[src/rtl/forwarding_ctrl_if.sv]
`default_nettype none
// +----------------------------------------------------------------------+
// | forwarding_ctrl_if                                                   |
// | ID-stage request and EX-stage selector bundle for forwarding_ctrl.   |
// | Revision: 1.0                                                        |
// +----------------------------------------------------------------------+
interface forwarding_ctrl_if #(
  parameter int REG_BITS = 5,
  parameter int CNT_BITS = 16
);
  logic                i_stall;
  logic                i_flush;
  logic                i_valid;
  logic [REG_BITS-1:0] i_rs;
  logic [REG_BITS-1:0] i_rt;
  logic [REG_BITS-1:0] i_dst;
  logic                i_reg_write;
  logic                i_mem_read;
  logic [1:0]          o_sel_a;
  logic [1:0]          o_sel_b;
  logic                o_load_use;
  logic [CNT_BITS-1:0] o_fwd_count;

  modport master (
    output i_stall, i_flush, i_valid, i_rs, i_rt, i_dst, i_reg_write, i_mem_read,
    input  o_sel_a, o_sel_b, o_load_use, o_fwd_count
  );

  modport slave (
    input  i_stall, i_flush, i_valid, i_rs, i_rt, i_dst, i_reg_write, i_mem_read,
    output o_sel_a, o_sel_b, o_load_use, o_fwd_count
  );
endinterface
`default_nettype wire

[src/rtl/forwarding_ctrl.sv]
`default_nettype none
// +----------------------------------------------------------------------+
// | forwarding_ctrl                                                      |
// | Registered EX-stage operand-mux selectors plus load-use bubble.      |
// | Optional macro FORWARDING_CTRL_STATS_EN adds a forwarding counter.   |
// | Revision: 1.0                                                        |
// +----------------------------------------------------------------------+
module forwarding_ctrl #(
  parameter int REG_BITS = 5,
  parameter int CNT_BITS = 16
) (
  input  wire logic         i_clk,
  input  wire logic         i_reset,
  forwarding_ctrl_if.slave  bus
);

  localparam logic [1:0] c_SEL_RF  = 2'b00;
  localparam logic [1:0] c_SEL_MEM = 2'b01;
  localparam logic [1:0] c_SEL_EX  = 2'b10;

  logic [REG_BITS-1:0] r_ex_dst;
  logic                r_ex_wr;
  logic                r_ex_ld;
  logic [REG_BITS-1:0] r_mem_dst;
  logic                r_mem_wr;
  logic [1:0]          r_sel_a;
  logic [1:0]          r_sel_b;

  logic w_ex_live;
  logic w_mem_live;
  logic w_load_use;
  logic w_bubble;
  logic [1:0] w_sel_a;
  logic [1:0] w_sel_b;

  // Register 0 is hard-wired, so a write to it is never a forwarding source.
  assign w_ex_live  = r_ex_wr  && (r_ex_dst  != '0);
  assign w_mem_live = r_mem_wr && (r_mem_dst != '0);

  assign w_load_use = bus.i_valid && r_ex_ld && w_ex_live &&
                      ((r_ex_dst == bus.i_rs) || (r_ex_dst == bus.i_rt));
  assign w_bubble   = bus.i_flush || w_load_use;

  always_comb begin
    w_sel_a = c_SEL_RF;
    w_sel_b = c_SEL_RF;
    if (bus.i_valid) begin
      if (w_ex_live && (r_ex_dst == bus.i_rs))
        w_sel_a = c_SEL_EX;
      else if (w_mem_live && (r_mem_dst == bus.i_rs))
        w_sel_a = c_SEL_MEM;
      if (w_ex_live && (r_ex_dst == bus.i_rt))
        w_sel_b = c_SEL_EX;
      else if (w_mem_live && (r_mem_dst == bus.i_rt))
        w_sel_b = c_SEL_MEM;
    end
  end

  always_ff @(posedge i_clk or negedge i_reset) begin
    if (!i_reset) begin
      r_ex_dst  <= '0;
      r_ex_wr   <= 1'b0;
      r_ex_ld   <= 1'b0;
      r_mem_dst <= '0;
      r_mem_wr  <= 1'b0;
      r_sel_a   <= c_SEL_RF;
      r_sel_b   <= c_SEL_RF;
    end else if (!bus.i_stall) begin
      r_mem_dst <= r_ex_dst;
      r_mem_wr  <= r_ex_wr;
      if (w_bubble || !bus.i_valid) begin
        r_ex_dst <= '0;
        r_ex_wr  <= 1'b0;
        r_ex_ld  <= 1'b0;
      end else begin
        r_ex_dst <= bus.i_dst;
        r_ex_wr  <= bus.i_reg_write;
        r_ex_ld  <= bus.i_mem_read;
      end
      r_sel_a <= w_bubble ? c_SEL_RF : w_sel_a;
      r_sel_b <= w_bubble ? c_SEL_RF : w_sel_b;
    end
  end

  assign bus.o_sel_a    = r_sel_a;
  assign bus.o_sel_b    = r_sel_b;
  assign bus.o_load_use = w_load_use;

`ifdef FORWARDING_CTRL_STATS_EN
  localparam logic [CNT_BITS-1:0] c_CNT_MAX = '1;

  logic [CNT_BITS-1:0] r_fwd_count;

  always_ff @(posedge i_clk or negedge i_reset) begin
    if (!i_reset) begin
      r_fwd_count <= '0;
    end else if (!bus.i_stall && !w_bubble &&
                 ((w_sel_a != c_SEL_RF) || (w_sel_b != c_SEL_RF)) &&
                 (r_fwd_count != c_CNT_MAX)) begin
      r_fwd_count <= r_fwd_count + 1'b1;
    end
  end

  assign bus.o_fwd_count = r_fwd_count;
`else
  assign bus.o_fwd_count = '0;
`endif

endmodule
`default_nettype wire

[src/flat_wrapper.sv]
// flat-port wrapper written by rule: the top's interface ports become plain ports
module forwarding_ctrl_flat 
#(
  parameter int REG_BITS = 5,
  parameter int CNT_BITS = 16
)
  (i_clk, i_reset, bus_i_stall, bus_i_flush, bus_i_valid, bus_i_rs, bus_i_rt, bus_i_dst, bus_i_reg_write, bus_i_mem_read, bus_o_sel_a, bus_o_sel_b, bus_o_load_use, bus_o_fwd_count);
  forwarding_ctrl_if #(.REG_BITS(REG_BITS), .CNT_BITS(CNT_BITS)) bus_i ();
  input  wire logic i_clk;
  input  wire logic i_reset;
  input wire logic [$bits(bus_i.i_stall)-1:0] bus_i_stall;
  input wire logic [$bits(bus_i.i_flush)-1:0] bus_i_flush;
  input wire logic [$bits(bus_i.i_valid)-1:0] bus_i_valid;
  input wire logic [$bits(bus_i.i_rs)-1:0] bus_i_rs;
  input wire logic [$bits(bus_i.i_rt)-1:0] bus_i_rt;
  input wire logic [$bits(bus_i.i_dst)-1:0] bus_i_dst;
  input wire logic [$bits(bus_i.i_reg_write)-1:0] bus_i_reg_write;
  input wire logic [$bits(bus_i.i_mem_read)-1:0] bus_i_mem_read;
  output wire logic [$bits(bus_i.o_sel_a)-1:0] bus_o_sel_a;
  output wire logic [$bits(bus_i.o_sel_b)-1:0] bus_o_sel_b;
  output wire logic [$bits(bus_i.o_load_use)-1:0] bus_o_load_use;
  output wire logic [$bits(bus_i.o_fwd_count)-1:0] bus_o_fwd_count;
  assign bus_i.i_stall = bus_i_stall;
  assign bus_i.i_flush = bus_i_flush;
  assign bus_i.i_valid = bus_i_valid;
  assign bus_i.i_rs = bus_i_rs;
  assign bus_i.i_rt = bus_i_rt;
  assign bus_i.i_dst = bus_i_dst;
  assign bus_i.i_reg_write = bus_i_reg_write;
  assign bus_i.i_mem_read = bus_i_mem_read;
  assign bus_o_sel_a = bus_i.o_sel_a;
  assign bus_o_sel_b = bus_i.o_sel_b;
  assign bus_o_load_use = bus_i.o_load_use;
  assign bus_o_fwd_count = bus_i.o_fwd_count;
  forwarding_ctrl #(.REG_BITS(REG_BITS), .CNT_BITS(CNT_BITS)) u_core (.i_clk(i_clk), .i_reset(i_reset), .bus(bus_i));
endmodule
[config.mk]
export PLATFORM = sky130hd
export DESIGN_NAME = forwarding_ctrl_flat
export DESIGN_NICKNAME = d
export VERILOG_FILES = /design/src/rtl/forwarding_ctrl_if.sv /design/src/rtl/forwarding_ctrl.sv /design/src/flat_wrapper.sv
export SDC_FILE = /design/constraint.sdc
export NUM_CORES = 1
export LEC_CHECK = 0
export ABC_AREA = 1
export CAP_MARGIN = 10
export CORE_MARGIN = 3
export CORE_UTILIZATION = 45
export DETAILED_ROUTE_END_ITERATION = 16
export PLACE_DENSITY = 0.84
export SETUP_SLACK_MARGIN = 0.1
export SLEW_MARGIN = 20
export SYNTH_ARGS = -nofsm -noshare
export SYNTH_HDL_FRONTEND = slang
export SYNTH_SLANG_ARGS = --single-unit
export TNS_END_PERCENT = 5
[constraint.sdc]
create_clock -name i_clk -period 1.38 [get_ports i_clk]
set_clock_uncertainty 0.05 [all_clocks]
set_input_delay 0.138 -clock i_clk [delete_from_list [all_inputs] [get_ports i_clk]]
set_output_delay 0.138 -clock i_clk [all_outputs]
set_load 0.1 [all_outputs]
# Word-level counts from Yosys, hierarchy flattened
# Cells that the tools add are included.
# W data, S select, Z words.
totals:
  wordCells: 37
  input_bits: 22
  output_inout_bits: 21
  ff_bits: 17
op_classes:
  n_eq_ne: 4
  mux: 11
  reduce_logical: 15
ops:
  columns: ["cell", "n"]
  rows:
  - ["$eq A5 B5 Y1", 4]
  - ["$mux W2", 6]
  - ["$reduce_bool A5 Y1", 2]
  - ["$logic_and A1 B1 Y1", 9]
  - ["$mux W5", 1]
  - ["$mux W1", 4]
  - ["$logic_or A1 B1 Y1", 3]
  - ["$logic_not A1 Y1", 1]

# Depth between registers and ports, before layout
logic_depth:
  ltp_word: 7
  ltp_mapped: 10
  depth_no_buf: 10

# Worst setup path before layout
# Ideal clock, no wire load.
synth_timing:
  path_kind: "register to output"
  start: "register u_core.r_ex_dst[1]"
  end: "output bus_o_load_use"
  arrival_time_ps: 1589
  path_stages_with_launch: 10
  t_required_ps: 1192
  setup_slack_ps: -397
  path_buffers: 1
  path_cell_list: "dfrtp_1 > inv_1 > nand2_1 > nand2_1 > nor2_1 > nand3_1 > nand2_1 > nand2_2 > buf_6 > inv_1"
synth_between:
  elab_chain_cells: 4
  word_cells_on_any_way: 7
  cone_classes: "2 x eq/ne; 5 x reduce/logical"
synth_rtl:
  columns: ["item", "line_no", "rtl"]
  rows:
  - ["start: declaration", "forwarding_ctrl.sv:21", "logic [REG_BITS-1:0] r_ex_dst;"]
  - ["start signal: assignment", "forwarding_ctrl.sv:76", "r_ex_dst <= bus.i_dst;"]
  - ["$reduce_bool A5 Y1", "forwarding_ctrl.sv:37", "assign w_ex_live = r_ex_wr && (r_ex_dst != '0);"]
  - ["$logic_and A1 B1 Y1", "forwarding_ctrl.sv:37", null]
  - ["$logic_and A1 B1 Y1", "forwarding_ctrl.sv:40", "assign w_load_use = bus.i_valid && r_ex_ld && w_ex_live &&"]
  - ["$logic_and A1 B1 Y1 *", "forwarding_ctrl.sv:40", null]
  - ["end: declaration", "flat_wrapper.sv:21", "output wire logic [$bits(bus_i.o_load_use)-1:0] bus_o_load_use;"]
# Mark *: on every way between the ends. The rest lies on a longest branch, timed or not.

# Worst setup path after layout
# Same ends and word-level chain as after synthesis.

==> run metrics <==
DRT Pass-1 Iters=4; clock buffer depth=2; Slowest-stage cell, CP=dfrtp_2; placed cell area=0.00163 sq mm; largest net degree at the start of global routing=25; clock net sink count=17; P&R area growth vs syn=39.1%; commonest cells after routing, fill and taps aside=78 x nand2_1, 21 x clkdlybuf4s50_1, 19 x inv_1, 17 x buf_4, 16 x conb_1; worst-skew pair later-pin latency=approximately 0.28 ns; CTS buffer count=3; num ports=43; Tcrit/Tclk final=125%; synth warn=0; distinct cell type count after synthesis=20; hold slack=0.117 ns; iteration-0 DRC count of the detailed router=41; count of input and output buffers=26; antenna cells=0; syn avg cell area=between 6 and 7 sq um; post-synthesis async set-or-reset flop share=100%; failing checks=negative setup slack; sw frac=roughly two fifths; Routed WL=between 2 and 3 mm; Mapped Cells=a little under 200; CP max stage delay=0.42 ns; fin. max-slew vios=0; HPWL after DPL=roughly 2.2 mm; CTS tree=done; row cnt=18; initial antenna violation count=0; final layout net count=roughly 260; endpoint class of the critical path=output port; WL/cell=10.6 um; H-tree lvl count=1; post-DR vias/cell=around 4.5; Most used DFF post-synth=dfrtp_1; Final TNS setup=-1.96 ns; final core utilization=between 60% and 70%; Int Power=0.778 mW; vias post-DR=approximately 1200; status=complete, but fails checks; Peak VDD IR=~0.0005 V; Critical Path Start Type=flop; layout cells sized above 1=21.2%; vias in the first global route=1131; Worst Setup SP=u_core.r_ex_dst[1]; Req. time, crit path=around 1.2 ns; Crit Path Max Fanout=5; die area=0.00347 sq mm; placed insts=roughly 260; DRC Markers=0; number of synthesized flops with an enable pin=0; area of the core=0.00257 sq mm; GPL Wtd Cong=0.865; crit path time final=1.72 ns; Final Non-Filler Cells=between 200 and 300; kind of critical path=flop to output port; Die Ht=about 59 um; Root Driver=clkbuf_4; Worst R2R Start=u_core.r_ex_dst[1]; commonest non-fill, non-tap cell in the layout=nand2_1; final setup vio count=12; fmax=581 MHz; Layout Cell Area excl Fill=approximately 0.0018 sq mm; Seq pwr share=between 40 and 50%; ANT nets after route=0; CP most frequent cell=nand2_2; Final WS setup=-0.340 ns; initial core utilization=between 40% and 50%; post-synthesis sequential area ratio=about a third; PD cells=732 mW/mm^2; first-pass GRT wire length=4.73 mm; HP Class=input pin to async pin; Worst Path Arrival=1.53 ns; cells along the critical path=inv_2, nand2_2, nand2_2, nor2_4, nand3_2, nand2_2, nand2_4, clkinvlp_4, buf_12; leakage power=0.935 nW; final count of hold timing violations=0; Clk pin slew, worst setup/hold paths=about 0.1 ns; #FFs+latches synth=17; combinational power share=a little under two fifths; die width=~59 um; max_cap viols=0; sw power=between 0.5 and 0.6 mW; synthesized cell area=0.00126 sq mm; RSZ-0062 raised after global routing=yes; Clock power frac=between 20% and 30%; global-route usage over all layers=between 15 and 20%; Congestion Overflow GR=0
## cells in the mapped netlist, drive strengths merged, types with 2 or more instances
master,instances,area [sq um]
o21ai,8,43.8
nor2,17,63.8
xor2,2,17.5
nor3,2,10.0
inv,23,86.3
nand3,12,60.1
buf,19,144
dfrtp,17,425
xnor2,2,17.5
clkbuf,2,7.51
nand2,85,322
nand3b,7,56.3
## area by class of cell
| class | instances | area (sq um) |
|---|---|---|
| Sequential cell | 17 | 428 |
| Multi-Input combinational cell | 151 | 708 |
| Fill cell | 225 | 813 |
| Tap cell | 30 | 37.5 |
| Inverter | 24 | 93.8 |
| Clock buffer | 4 | 26.3 |
| Timing Repair Buffer | 45 | 460 |
## sequential cells by signal, summed over array words and instances, names as in the netlist
signal and cells:
u_core.r_ex_dst 5, u_core.r_mem_dst 5, u_core.bus.o_sel_a 2, u_core.bus.o_sel_b 2
u_core.r_ex_ld 1, u_core.r_ex_wr 1, u_core.r_mem_wr 1
## cells by family after synthesis
kind of cell / Yosys count / synth area share, %
buf+inv: 45 / 19.1
simple gates: 123 / 40.6
other cells: 1 / 0.297
flops: 17 / 33.7
compound gates: 8 / 3.47
xor+xnor: 4 / 2.78
## worst max-delay path, delay by kind of cell (launching register included)
| family | cells | cell delay (ns) |
|---|---|---|
| AND/OR/NAND/NOR | 6 | 0.50 |
| flip-flops | 1 | 0.42 |
| buffers and inverters | 3 | 0.33 |
## power groups by stage
| stage | sequential (mW) | combinational, mW | clock, mW |
|---|---|---|---|
| 3_3_place_gp | 0.556 | 0.446 | 0 |
| 2_1_floorplan | 0.552 | 0.357 | 0 |
| 5_1_grt | 0.553 | 0.516 | 0.302 |
| 3_5_place_dp | 0.557 | 0.450 | 0 |
| 6_report | 0.549 | 0.477 | 0.257 |
| 4_1_cts | 0.548 | 0.457 | 0.273 |
## through the flow
stage	setup slack, ns	power (mW)
2_1_floorplan	-0.245	0.909
6_report	-0.340	1.28
3_3_place_gp	-0.324	1.00
5_1_grt	-0.476	1.37
4_1_cts	-0.387	1.28
3_5_place_dp	-0.328	1.01
## repair_timing
action                                  in CTS  in global routing
resized for setup                            4                 19
pin swaps                                    4                  7
endpoints found under the setup margin      12                 12
hold buffers                                 0                  0
setup buffers                                2                  2
## path summary, 6_finish.rpt
path | to | slack, ns | cells after the start
setup / recovery | bus_o_load_use | -0.34 | 9
hold / removal | u_core.bus.o_sel_b[0] | 0.12 | 2
setup reg to reg | u_core.r_ex_dst[1] | -0.17 | 11
hold reg to reg | u_core.r_ex_ld | 0.43 | 2
max in group asynchronous | u_core.r_ex_dst[1] | 0.95 | 2
min in group i_clk | u_core.r_ex_dst[3] | 0.43 | 4
## layer usage
layer	wire length, um	track usage (%)	vias up
li1	-	-	654
met1	1310	23.5	538
met2	1420	29.3	34
met3	146	2.41	2
met4	10	4.85	0
met5	0	0	-
Note: power is estimated with default switching activity, not from simulation.
